## src/rtl/vga_stream_receiver.sv

```systemverilog
// rtl/vga_stream_receiver.sv - VGA-style stream sink: timing recovery, format lock, pixel coordinates
module vga_stream_receiver #(
   parameter int LOCK_FRAMES = 2,
   parameter int CW          = 13
) (
   input  logic          iCLK,
   input  logic          iRST_N,
   input  logic          iVGA_H_SYNC,
   input  logic          iVGA_V_SYNC,
   input  logic          iVGA_BLANK,
   input  logic [7:0]    iVGA_R,
   input  logic [7:0]    iVGA_G,
   input  logic [7:0]    iVGA_B,
   output logic          oPixel_Valid,
   output logic [23:0]   oPixel_Data,
   output logic [CW-1:0] oX,
   output logic [CW-1:0] oY,
   output logic          oFrame_Start,
   output logic          oFrame_Done,
   output logic [CW-1:0] oH_Total,
   output logic [CW-1:0] oAct_W,
   output logic [CW-1:0] oAct_H,
   output logic          oLocked,
   output logic          oError
);

   typedef enum logic [1:0] {SEARCH = 2'd0, CHECK = 2'd1, LOCKED = 2'd2} state_t;

   localparam logic [CW-1:0] ONE     = {{(CW-1){1'b0}}, 1'b1};
   localparam logic [CW-1:0] CNT_MAX = {CW{1'b1}};
   localparam logic [CW-1:0] CNT_PRE = {{(CW-1){1'b1}}, 1'b0};
   localparam logic [CW-1:0] LOCK_N  = CW'(LOCK_FRAMES);

   // stage-1 samples and their one-cycle-delayed copies for edge detection
   logic          hs_r, vs_r, bl_r;
   logic          hs_d, vs_d, bl_d;
   logic [23:0]   rgb_r;

   // timing counters and last-line measurements
   logic [CW-1:0] h_cnt, x, y;
   logic [CW-1:0] line_total, line_w;

   // lock state and stored reference format
   state_t        state;
   logic [CW-1:0] ref_total, ref_w, ref_h;
   logic [CW-1:0] match_cnt;

   logic          h_start, v_start, bl_fall, timeout;
   logic [CW-1:0] tot_new, tot_eff, w_eff, x_pix, match_nxt;
   logic          meas_ok, h_bad, lock_err, pix_valid;

   assign h_start   = hs_d & ~hs_r;
   assign v_start   = vs_d & ~vs_r;
   assign bl_fall   = bl_d & ~bl_r;
   // fires only on the step into saturation, so a dead hsync reports once
   assign timeout   = ~h_start & (h_cnt == CNT_PRE);
   assign tot_new   = h_cnt + ONE;
   // a V-start coinciding with an H-start judges the line that just closed
   assign tot_eff   = h_start ? tot_new : line_total;
   assign w_eff     = bl_fall ? x : line_w;
   assign x_pix     = h_start ? '0 : x;
   assign meas_ok   = (tot_eff == ref_total) && (w_eff == ref_w) && (y == ref_h);
   assign h_bad     = h_start && (tot_new != ref_total);
   assign lock_err  = v_start ? ~meas_ok : h_bad;
   assign match_nxt = match_cnt + ONE;
   assign pix_valid = bl_r && (state == LOCKED);

   // stage 1: register the raw stream and keep the previous sample of each control
   always_ff @(posedge iCLK or negedge iRST_N) begin
      if (!iRST_N) begin
         hs_r  <= 1'b0;
         vs_r  <= 1'b0;
         bl_r  <= 1'b0;
         hs_d  <= 1'b0;
         vs_d  <= 1'b0;
         bl_d  <= 1'b0;
         rgb_r <= '0;
      end else begin
         hs_r  <= iVGA_H_SYNC;
         vs_r  <= iVGA_V_SYNC;
         bl_r  <= iVGA_BLANK;
         hs_d  <= hs_r;
         vs_d  <= vs_r;
         bl_d  <= bl_r;
         rgb_r <= {iVGA_R, iVGA_G, iVGA_B};
      end
   end

   // line/pixel/row counters and per-line measurements
   always_ff @(posedge iCLK or negedge iRST_N) begin
      if (!iRST_N) begin
         h_cnt      <= '0;
         x          <= '0;
         y          <= '0;
         line_total <= '0;
         line_w     <= '0;
      end else begin
         if (h_start) begin
            h_cnt      <= '0;
            line_total <= tot_new;
         end else if (h_cnt != CNT_MAX) begin
            h_cnt <= h_cnt + ONE;
         end

         if (h_start)
            x <= bl_r ? ONE : '0;
         else if (bl_r)
            x <= x + ONE;

         if (bl_fall)
            line_w <= x;

         if (v_start)
            y <= '0;
         else if (bl_fall)
            y <= y + ONE;
      end
   end

   // lock FSM: reference capture, frame matching, loss detection, measurement outputs
   always_ff @(posedge iCLK or negedge iRST_N) begin
      if (!iRST_N) begin
         state     <= SEARCH;
         ref_total <= '0;
         ref_w     <= '0;
         ref_h     <= '0;
         match_cnt <= '0;
         oLocked   <= 1'b0;
         oError    <= 1'b0;
         oH_Total  <= '0;
         oAct_W    <= '0;
         oAct_H    <= '0;
      end else begin
         oError <= 1'b0;
         if (timeout) begin
            oError    <= 1'b1;
            oLocked   <= 1'b0;
            match_cnt <= '0;
            state     <= SEARCH;
         end else begin
            case (state)
               SEARCH: begin
                  if (v_start) begin
                     ref_total <= tot_eff;
                     ref_w     <= w_eff;
                     ref_h     <= y;
                     match_cnt <= '0;
                     state     <= CHECK;
                  end
               end
               CHECK: begin
                  if (v_start) begin
                     if (meas_ok) begin
                        match_cnt <= match_nxt;
                        if (match_nxt == LOCK_N) begin
                           state    <= LOCKED;
                           oLocked  <= 1'b1;
                           oH_Total <= tot_eff;
                           oAct_W   <= w_eff;
                           oAct_H   <= y;
                        end
                     end else begin
                        ref_total <= tot_eff;
                        ref_w     <= w_eff;
                        ref_h     <= y;
                        match_cnt <= '0;
                     end
                  end
               end
               LOCKED: begin
                  if (lock_err) begin
                     oError    <= 1'b1;
                     oLocked   <= 1'b0;
                     ref_total <= tot_eff;
                     ref_w     <= w_eff;
                     ref_h     <= y;
                     match_cnt <= '0;
                     state     <= CHECK;
                  end
               end
               default: state <= SEARCH;
            endcase
         end
      end
   end

   // output register: pixel stream, coordinates and frame markers
   always_ff @(posedge iCLK or negedge iRST_N) begin
      if (!iRST_N) begin
         oPixel_Valid <= 1'b0;
         oPixel_Data  <= '0;
         oX           <= '0;
         oY           <= '0;
         oFrame_Start <= 1'b0;
         oFrame_Done  <= 1'b0;
      end else begin
         oPixel_Valid <= pix_valid;
         oPixel_Data  <= pix_valid ? rgb_r : '0;
         oX           <= x_pix;
         oY           <= y;
         oFrame_Start <= pix_valid && (x_pix == '0) && (y == '0);
         oFrame_Done  <= v_start && (state == LOCKED) && (y != '0);
      end
   end

endmodule

```

## config.mk

```make
export PLATFORM = sky130hd
export DESIGN_NAME = vga_stream_receiver
export DESIGN_NICKNAME = d
export VERILOG_FILES = /design/src/rtl/vga_stream_receiver.sv
export SDC_FILE = /design/constraint.sdc
export NUM_CORES = 1
export LEC_CHECK = 0
export ABC_AREA = 1
export BUFFER_PORTS_ARGS = -buffer_cell sky130_fd_sc_hd__buf_2
export CAP_MARGIN = 20
export CORE_MARGIN = 2
export CORE_UTILIZATION = 58
export DETAILED_ROUTE_END_ITERATION = 10
export PLACE_DENSITY = 0.81
export SYNTH_ARGS = -nofsm -noshare
export SYNTH_HDL_FRONTEND = slang
export SYNTH_SLANG_ARGS = --single-unit
```

## constraint.sdc

```tcl
create_clock -name iCLK -period 2.8 [get_ports iCLK]
set_clock_uncertainty 0.15 [all_clocks]
set_input_delay 0.28 -clock iCLK [delete_from_list [all_inputs] [get_ports iCLK]]
set_output_delay 0.28 -clock iCLK [all_outputs]
set_load 0.02 [all_outputs]
```

==> results.md, run 1 <==
- Clock sink total: 243
- First-pass GRT wire length: 41.23 mm
- Final #Nets: around 1500
- Gate Count Post-Synth: ~1300
- Vias in the first global route: 8659
- FP Rows: 49
- Design Area, Final: approximately 14000 um^2
- Met3 routed WL: between 1.5 and 2 mm
- Post-synth EDFFs: 0
- DR iter-0 viols: just under 900
- Worst Tran Pin Value: about 0.77 ns
- Ports: 123
- Residual DRC: 0
- Top routing layer used: met4
- Gr usage total: 25.51%
- Ys flop type: dfrtp_1
- Avg Cell Area, Syn: between 8 and 9 um^2
- FFs w/ async S/R, synth: 100.0%
- Critical Path RT: roughly 3 ns
- CTS Buf Count: 25
- Placed wire-length estimate: around 17 mm
- Max-slew headroom: between 40% and 50%
- Data arrival, critical path: between 3 and 4 ns
- TNS Setup: 0 ns
- Layout Area Growth over Synthesis: 26.99%
- PortBufs: around 120
- Drt wl/cell: 15.93 um
- Fill cells: about 1200
- Final period utilization: a little over nine tenths
- Non-Filler Instances: 1708
- Post-route met1 wirelength: approximately 11 mm
- Max-cap violation count: 0
- Met2 WL: approximately 14 mm
- Leading area contributor after synthesis: dfrtp_1
- Post-Place Cell Area: about 12000 um^2
- Critical Path Start Type: flop
- Die Y: ~140 um
- Initial antenna violation count: 0
- Starting Density: around three fifths
- Pwr dens: around 610 nW/um^2
- Die width: 140.4 um
- Core area: 18090 um^2
- Yosys top cell area share: between 50% and 60%
- Largest cells by area after synthesis: dfrtp_1, nand2_1, nand3_1
- Maximum fanout along the worst path: 8
- Drt first pass iters: 7
- Max-slew violations: 0
- P_leak: around 7.1 nW
- Synthesized net count: 1297
- Layout cells sized above 1: approximately a quarter
- Routed WL: 27.20 mm
- Syn. warnings: 0
- Netlist cell types: between 40 and 50
- Post-placement cell count: approximately 1600
- Final worst path period need: 2.743 ns
- Clock tree root buffer cell: clkbuf_16
- CTS Buffer Depth: 3
- Final ANT Viol Nets: 0
- HP Class: in -> async
- Mapped cell area: 10790 um^2
- CTS HTree Levels: 1
- RSZ-0062 raised after global routing: yes
- Flops & latches, synth: 243
- Fmax: approximately 0.36 GHz
- Max VDD drop: 0.0004774 V
- Via/cell ratio: roughly 5.5
- Clk slew on worst S/H paths: about 0.06 ns
- Final Hold Fails: 0
- Antenna cells: 0
- Setup violations, final: 0
- DR vias: between 9000 and 10000
- Clock latency on the worst-skew pair: about 0.53 ns
- Gr ovfl total: 0
- Critical path capture point type: flop
- GPL Wtd Cong: approximately 0.93
- Largest net degree at the start of global routing: 77
- Die area: 19710 um^2
- Post-synthesis sequential area ratio: 56.37%
- Kind of critical path: reg -> reg
- Run status: completed
- CTS tree: built
-- synth_stat cells, types with 3 or more instances --
master,n
nand2_4,3
nor3_1,18
o21ai_1,33
ha_1,7
buf_4,4
nand3b_1,5
nor2_1,109
a21oi_1,22
xor2_1,14
o21ai_0,52
buf_6,9
nor2_4,4
clkbuf_1,14
inv_1,151
nor4_1,6
or2_2,6
nand2_1,357
buf_2,10
nand4_1,16
buf_1,3
nand3_1,116
xnor2_1,5
nand2_2,28
dfrtp_1,243
-- layout by cell type (no fill, tap or decap), types with 17 or more instances in the layout --
cell and n:
a21oi_1 22, buf_2 121, buf_4 35, clkbuf_16 32, dfrtp_1 240, dlygate4sd3_1 28, inv_1 150, nand2_1 323
nand2_2 48, nand3_1 110, nor2_1 102, nor3_1 17, o21ai_0 34, o21ai_1 36
-- cell type report --
type,count,area [um^2],area share [%]
well taps,229,286.5,2.092
inverters,155,586.8,4.283
flip-flops and latches,243,6085,44.42
multi-input cells,823,4195,30.62
clock buffers,30,684.4,4.996
repair buffers,213,1672,12.20
clock inverters,15,190.2,1.388
-- critical path, stage by stage (launching register included) --
cell,delay (ns)
dfrtp_1,0.41
ha_2,0.22
nand2_2,0.11
nand2_1,0.17
nand2_1,0.09
o21ai_0,0.15
nand2_1,0.11
nand3_1,0.06
nor2_1,0.09
nand3_1,0.11
nor2_2,0.12
nand3_2,0.11
nand2_2,0.11
nand2_1,0.07
nand2_2,0.08
nand2_4,0.09
nand2_8,0.11
buf_12,0.14
nand2_1,0.07
nand2_1,0.08
-- sequential cells by signal, indices dropped and copies added, names as in the netlist, 2 cells and up --
register,cells
h_cnt,13
line_total,13
line_w,13
match_cnt,13
oAct_H,13
oAct_W,13
oH_Total,13
oPixel_Data,24
oX,13
oY,13
ref_h,13
ref_total,13
ref_w,13
rgb_r,24
state,2
x,13
y,13
-- per-stage QoR --
stage / power [mW] / setup slack, ns / util, % / hold slack [ns]
after floorplan: 4.456 / 0.2686 / - / -0.1656
after global placement: 4.783 / 0.1351 / 65.75 / 0.08887
after detailed placement: 4.819 / 0.03542 / 65.75 / 0.08766
after CTS: 8.324 / 0.01873 / 72.13 / 0.1492
after global routing: 8.755 / -0.09548 / 75.75 / 0.1559
final: 8.417 / 0.05700 / 75.75 / 0.1388
-- kinds of logic (layout without fill, tap and decap cells) --
family | after synthesis | after routing | synth area share (%)
XOR/XNOR | 19 | 19 | 1.543
buffers and inverters | 195 | 413 | 7.690
AND/OR/NAND/NOR | 675 | 675 | 27.41
flip-flops | 243 | 243 | 56.37
AO/OA/AOI/OAI | 122 | 122 | 6.182
adder cells (fa/ha/maj) | 7 | 7 | 0.8118
-- worst paths after layout --
check                           cells past startpoint             end  slack, ns      from
max in group asynchronous                           3  oPixel_Data[3]       1.59    iRST_N
worst min register to register                      0            vs_d       0.23      vs_r
worst max register to register                     19    ref_total[9]       0.06  h_cnt[0]
worst max-delay path                               19    ref_total[9]       0.06  h_cnt[0]
worst min-delay path                                2       rgb_r[21]       0.14    iRST_N
min in group iCLK                                   0            vs_d       0.23      vs_r
-- where the power goes --
part           leakage (nW)  switching, mW  internal (mW)
combinational          3.40          0.714          0.410
clock                 0.428           1.36           2.12
sequential             3.27          0.134           3.68
-- per-layer routing --
metal | GRT usage (%) | vias up
met3 | 3.282 | 66
met2 | 44.01 | 361
li1 | - | 4382
met1 | 34.02 | 4521
met4 | 7.815 | 0
met5 | 0 | -
-- what timing repair did --
| action | in CTS | in global routing |
|---|---|---|
| pin swaps | 0 | 17 |
| hold endpoints to repair | 146 | 0 |
| buffers inserted | 0 | 10 |
| cloned | 0 | 11 |
| endpoints found under the setup margin | 2 | 95 |
| hold buffers | 28 | 0 |
| gates resized for setup | 1 | 113 |
(Power assumes the default switching activity.)
==> run 2, diff against run 1 <==
--- a/config.mk
+++ b/config.mk
@@ -9,8 +9,9 @@
 export BUFFER_PORTS_ARGS = -buffer_cell sky130_fd_sc_hd__buf_2
 export CAP_MARGIN = 20
-export CORE_MARGIN = 2
+export CORE_MARGIN = 5
 export CORE_UTILIZATION = 58
 export DETAILED_ROUTE_END_ITERATION = 10
 export PLACE_DENSITY = 0.81
+export SLEW_MARGIN = 20
 export SYNTH_ARGS = -nofsm -noshare
 export SYNTH_HDL_FRONTEND = slang
==> constraint.sdc (replaced) <==
create_clock -name iCLK -period 2.8 [get_ports iCLK]
set_clock_uncertainty 0.15 [all_clocks]
set_input_delay 0.14 -clock iCLK [delete_from_list [all_inputs] [get_ports iCLK]]
set_output_delay 0.14 -clock iCLK [all_outputs]
set_load 0.02 [all_outputs]
==> run 2 against run 1 <==
Against the previous run:
- the run now ends with negative setup slack left
- cell area up 0.37%
- hold slack lost 0.035 ns
- core utilization barely moved
- total power is 0.10% lower
- sequential power about the same
- clock power is 3% lower
- first-iteration DRC count increased by 24%
- register-to-register slack got worse by 0.21 ns
- die area is 8.7% higher
- cell count grew 0.47%
- non-clock buffer count grew 7
- largest cell class unchanged
==> results.md, run 2 (synthesis gave the netlist of run 1 again) <==
- Failing checks: negative setup slack
- Clock sink total: 243 (unchanged)
- Layout Area Growth over Synthesis: 27.46%
- Worst Tran Pin Value: 0.8827 ns (+0.1080 ns)
- First-pass GRT wire length: 44.71 mm (+8.4%)
- Die Y: 146.4 um (+4.3%)
- Critical path capture point type: flop
- Most frequent cells in the layout: nand2_1, dfrtp_1, inv_1
- FF-to-FF Start: h_cnt[1]
- Setup violations, final: 85 (+85)
- Layout cells sized above 1: 24.08% (+0.28 points)
- Most common cell after layout, fill and taps aside: nand2_1
- Data arrival, critical path: 3.23 ns (+0.20 ns)
- Largest registers: oPixel_Data x24, rgb_r x24
- FP Rows: 49 (unchanged)
- Final WS setup: -0.1575 ns (-0.2145 ns)
- Gr ovfl total: 0 (unchanged)
- GPL Wtd Cong: 0.8823 (-5.6%)
- R2r endpoint: match_cnt[10]
- Via/cell ratio: 5.539 (+1.4%)
- Non-Filler Instances: 1716 (+0.47%)
- Max VDD drop: 0.0005170 V (+8.3%)
- Ports: 123 (unchanged)
- Maximum fanout along the worst path: 13 (+5)
- Worst slack, placed: -0.01368 ns (-0.04910 ns)
- WHS Path Cells: 2
- Starting Density: 59.45% (-0.20 points)
- Drt wl/cell: 17.30 um (+8.6%)
- Worst Setup EP: match_cnt[10]
- CTS tree: built
- Max-slew headroom: 41.09% (-7.2 points)
- Die width: 146.4 um (+4.3%)
- CTS HTree Levels: 1 (unchanged)
- TNS Setup: -5.504 ns (-5.504 ns)
- Final ANT Viol Nets: 0 (unchanged)
- Die area: 21430 um^2 (+8.7%)
- DR iter-0 viols: 1080 (+24%)
- Tot Pwr: 8.409 mW (-0.10%)
- Initial antenna violation count: 0 (unchanged)
- P_leak: 7.117 nW (+0.21%)
- Clk slew on worst S/H paths: 0.07 ns (about the same)
- Max-cap violation count: 0 (unchanged)
- Drt first pass iters: 6 (-1)
- Pwr dens: 611.5 nW/um^2 (-0.48%)
- Fmax: 0.3381 GHz (-7.3%)
- Core area: 18150 um^2 (+0.34%)
- Routed WL: 29.70 mm (+9.2%)
- CTS Buffer Depth: 3 (unchanged)
- Antenna cells: 0 (unchanged)
- Gr usage total: 24.92% (-0.59 points)
- Clock latency on the worst-skew pair: 0.53 ns (about the same)
- CTS Buf Count: 25 (unchanged)
- Final period utilization: 105.6% (+7.7 points)
- Final worst path period need: 2.957 ns (+0.2145 ns)
- Residual DRC: 0 (unchanged)
- Post-placement cell count: 1611 (-0.19%)
- Critical path startpoint: h_cnt[1]
- Clock tree root buffer cell: clkbuf_16
- HP Class: in -> reg
- DR vias: 9505 (+1.9%)
- Run status: finished with violations
- Final Hold Fails: 0 (unchanged)
- Largest net degree at the start of global routing: 84 (+9.1%)
- Placed wire-length estimate: 17.33 mm (+3.2%)
- Max-slew violations: 0 (unchanged)
- Vias in the first global route: 9128 (+5.4%)
- RSZ-0062 raised after global routing: yes
- PortBufs: 122 (unchanged)
- Reg2reg setup slack: -0.16 ns (-0.21 ns)
- Critical Path RT: 3.08 ns (about the same)
- Worst-case reg-to-reg path depth: 17 (-2)
- Final #Nets: 1505 (+0.53%)
- Kind of critical path: reg -> reg
- Critical Path Start Type: flop
## run 2: changes by cell type in the layout (fill, tap and decap cells not counted), moves of 4 or more
| cell | previous run | this run |
|---|---|---|
| buf_4 | 35 | 41 |
| o21ai_0 | 34 | 47 |
| clkinv_2 | 6 | 2 |
| o21ai_2 | 16 | 9 |
| nand2_2 | 48 | 59 |
| clkbuf_1 | 1 | 6 |
| o21ai_1 | 36 | 31 |
| nand2_1 | 323 | 309 |
## run 2: power breakdown
group,total [mW],switching (mW),internal (mW)
Sequential,3.84,0.155,3.68
Combinational,1.20,0.766,0.437
Clock,3.37,1.40,1.97
Total,8.41,2.32,6.09
## run 2: area by class of cell
class                           instances  area, um^2
Sequential cell                       243        6083
Fill cell                            1112        4397
Multi-Input combinational cell        824        4238
Timing Repair Buffer                  220        1727
Clock buffer                           36       716.9
Inverter                              155       586.8
Tap cell                              229       286.5
Clock inverter                          9       112.6
## run 2: worst min-delay path by stage
stage | startpoint | end
after floorplan | iRST_N | bl_d
after global placement | iRST_N | rgb_r[21]
after detailed placement | iRST_N | rgb_r[19]
after CTS | iVGA_G[2] | rgb_r[10]
after global routing | iVGA_BLANK | bl_r
final | iVGA_BLANK | bl_r
## run 2: per-layer routing
| layer | wire length, um | global-route usage, % |
|---|---|---|
| met5 | 0 | 0 |
| met3 | 2287 | 4.493 |
| met1 | 11280 | 31.70 |
| met4 | 1146 | 9.031 |
| met2 | 14980 | 43.02 |
## run 2: per-stage QoR
| step | instance area (um^2) | hold WS, ns | util (%) |
|---|---|---|---|
| after floorplan | 10790 | -0.3056 | - |
| after global placement | 11870 | -0.05624 | 65.40 |
| after detailed placement | 11870 | -0.05047 | 65.40 |
| after CTS | 13080 | 0.08274 | 72.06 |
| after global routing | 13750 | 0.1026 | 75.77 |
| final | 13750 | 0.1036 | 75.77 |
## run 2: timing repair
action | 4_1_cts | 5_1_grt
gates cloned | 0 | 11
hold buffers | 30 | 0
pin swaps | 3 | 22
setup buffers | 5 | 14
setup endpoints to repair | 94 | 95
endpoints found under the hold margin | 270 | 0
gates resized for setup | 6 | 104
## run 2: worst max-delay path, stage by stage, from the launching register on
cell and delay (ns):
dfrtp_2 0.46, ha_4 0.30, inv_2 0.04, nand2_2 0.07
nand2_2 0.09, nand2_1 0.08, nand2_1 0.09, nor2_1 0.14
nand2_1 0.09, nor2_2 0.14, nand3_2 0.10, nor2_2 0.14
nand3_2 0.13, buf_4 0.17, nor2_1 0.13, buf_6 0.18
nand3_1 0.12, o21ai_0 0.23
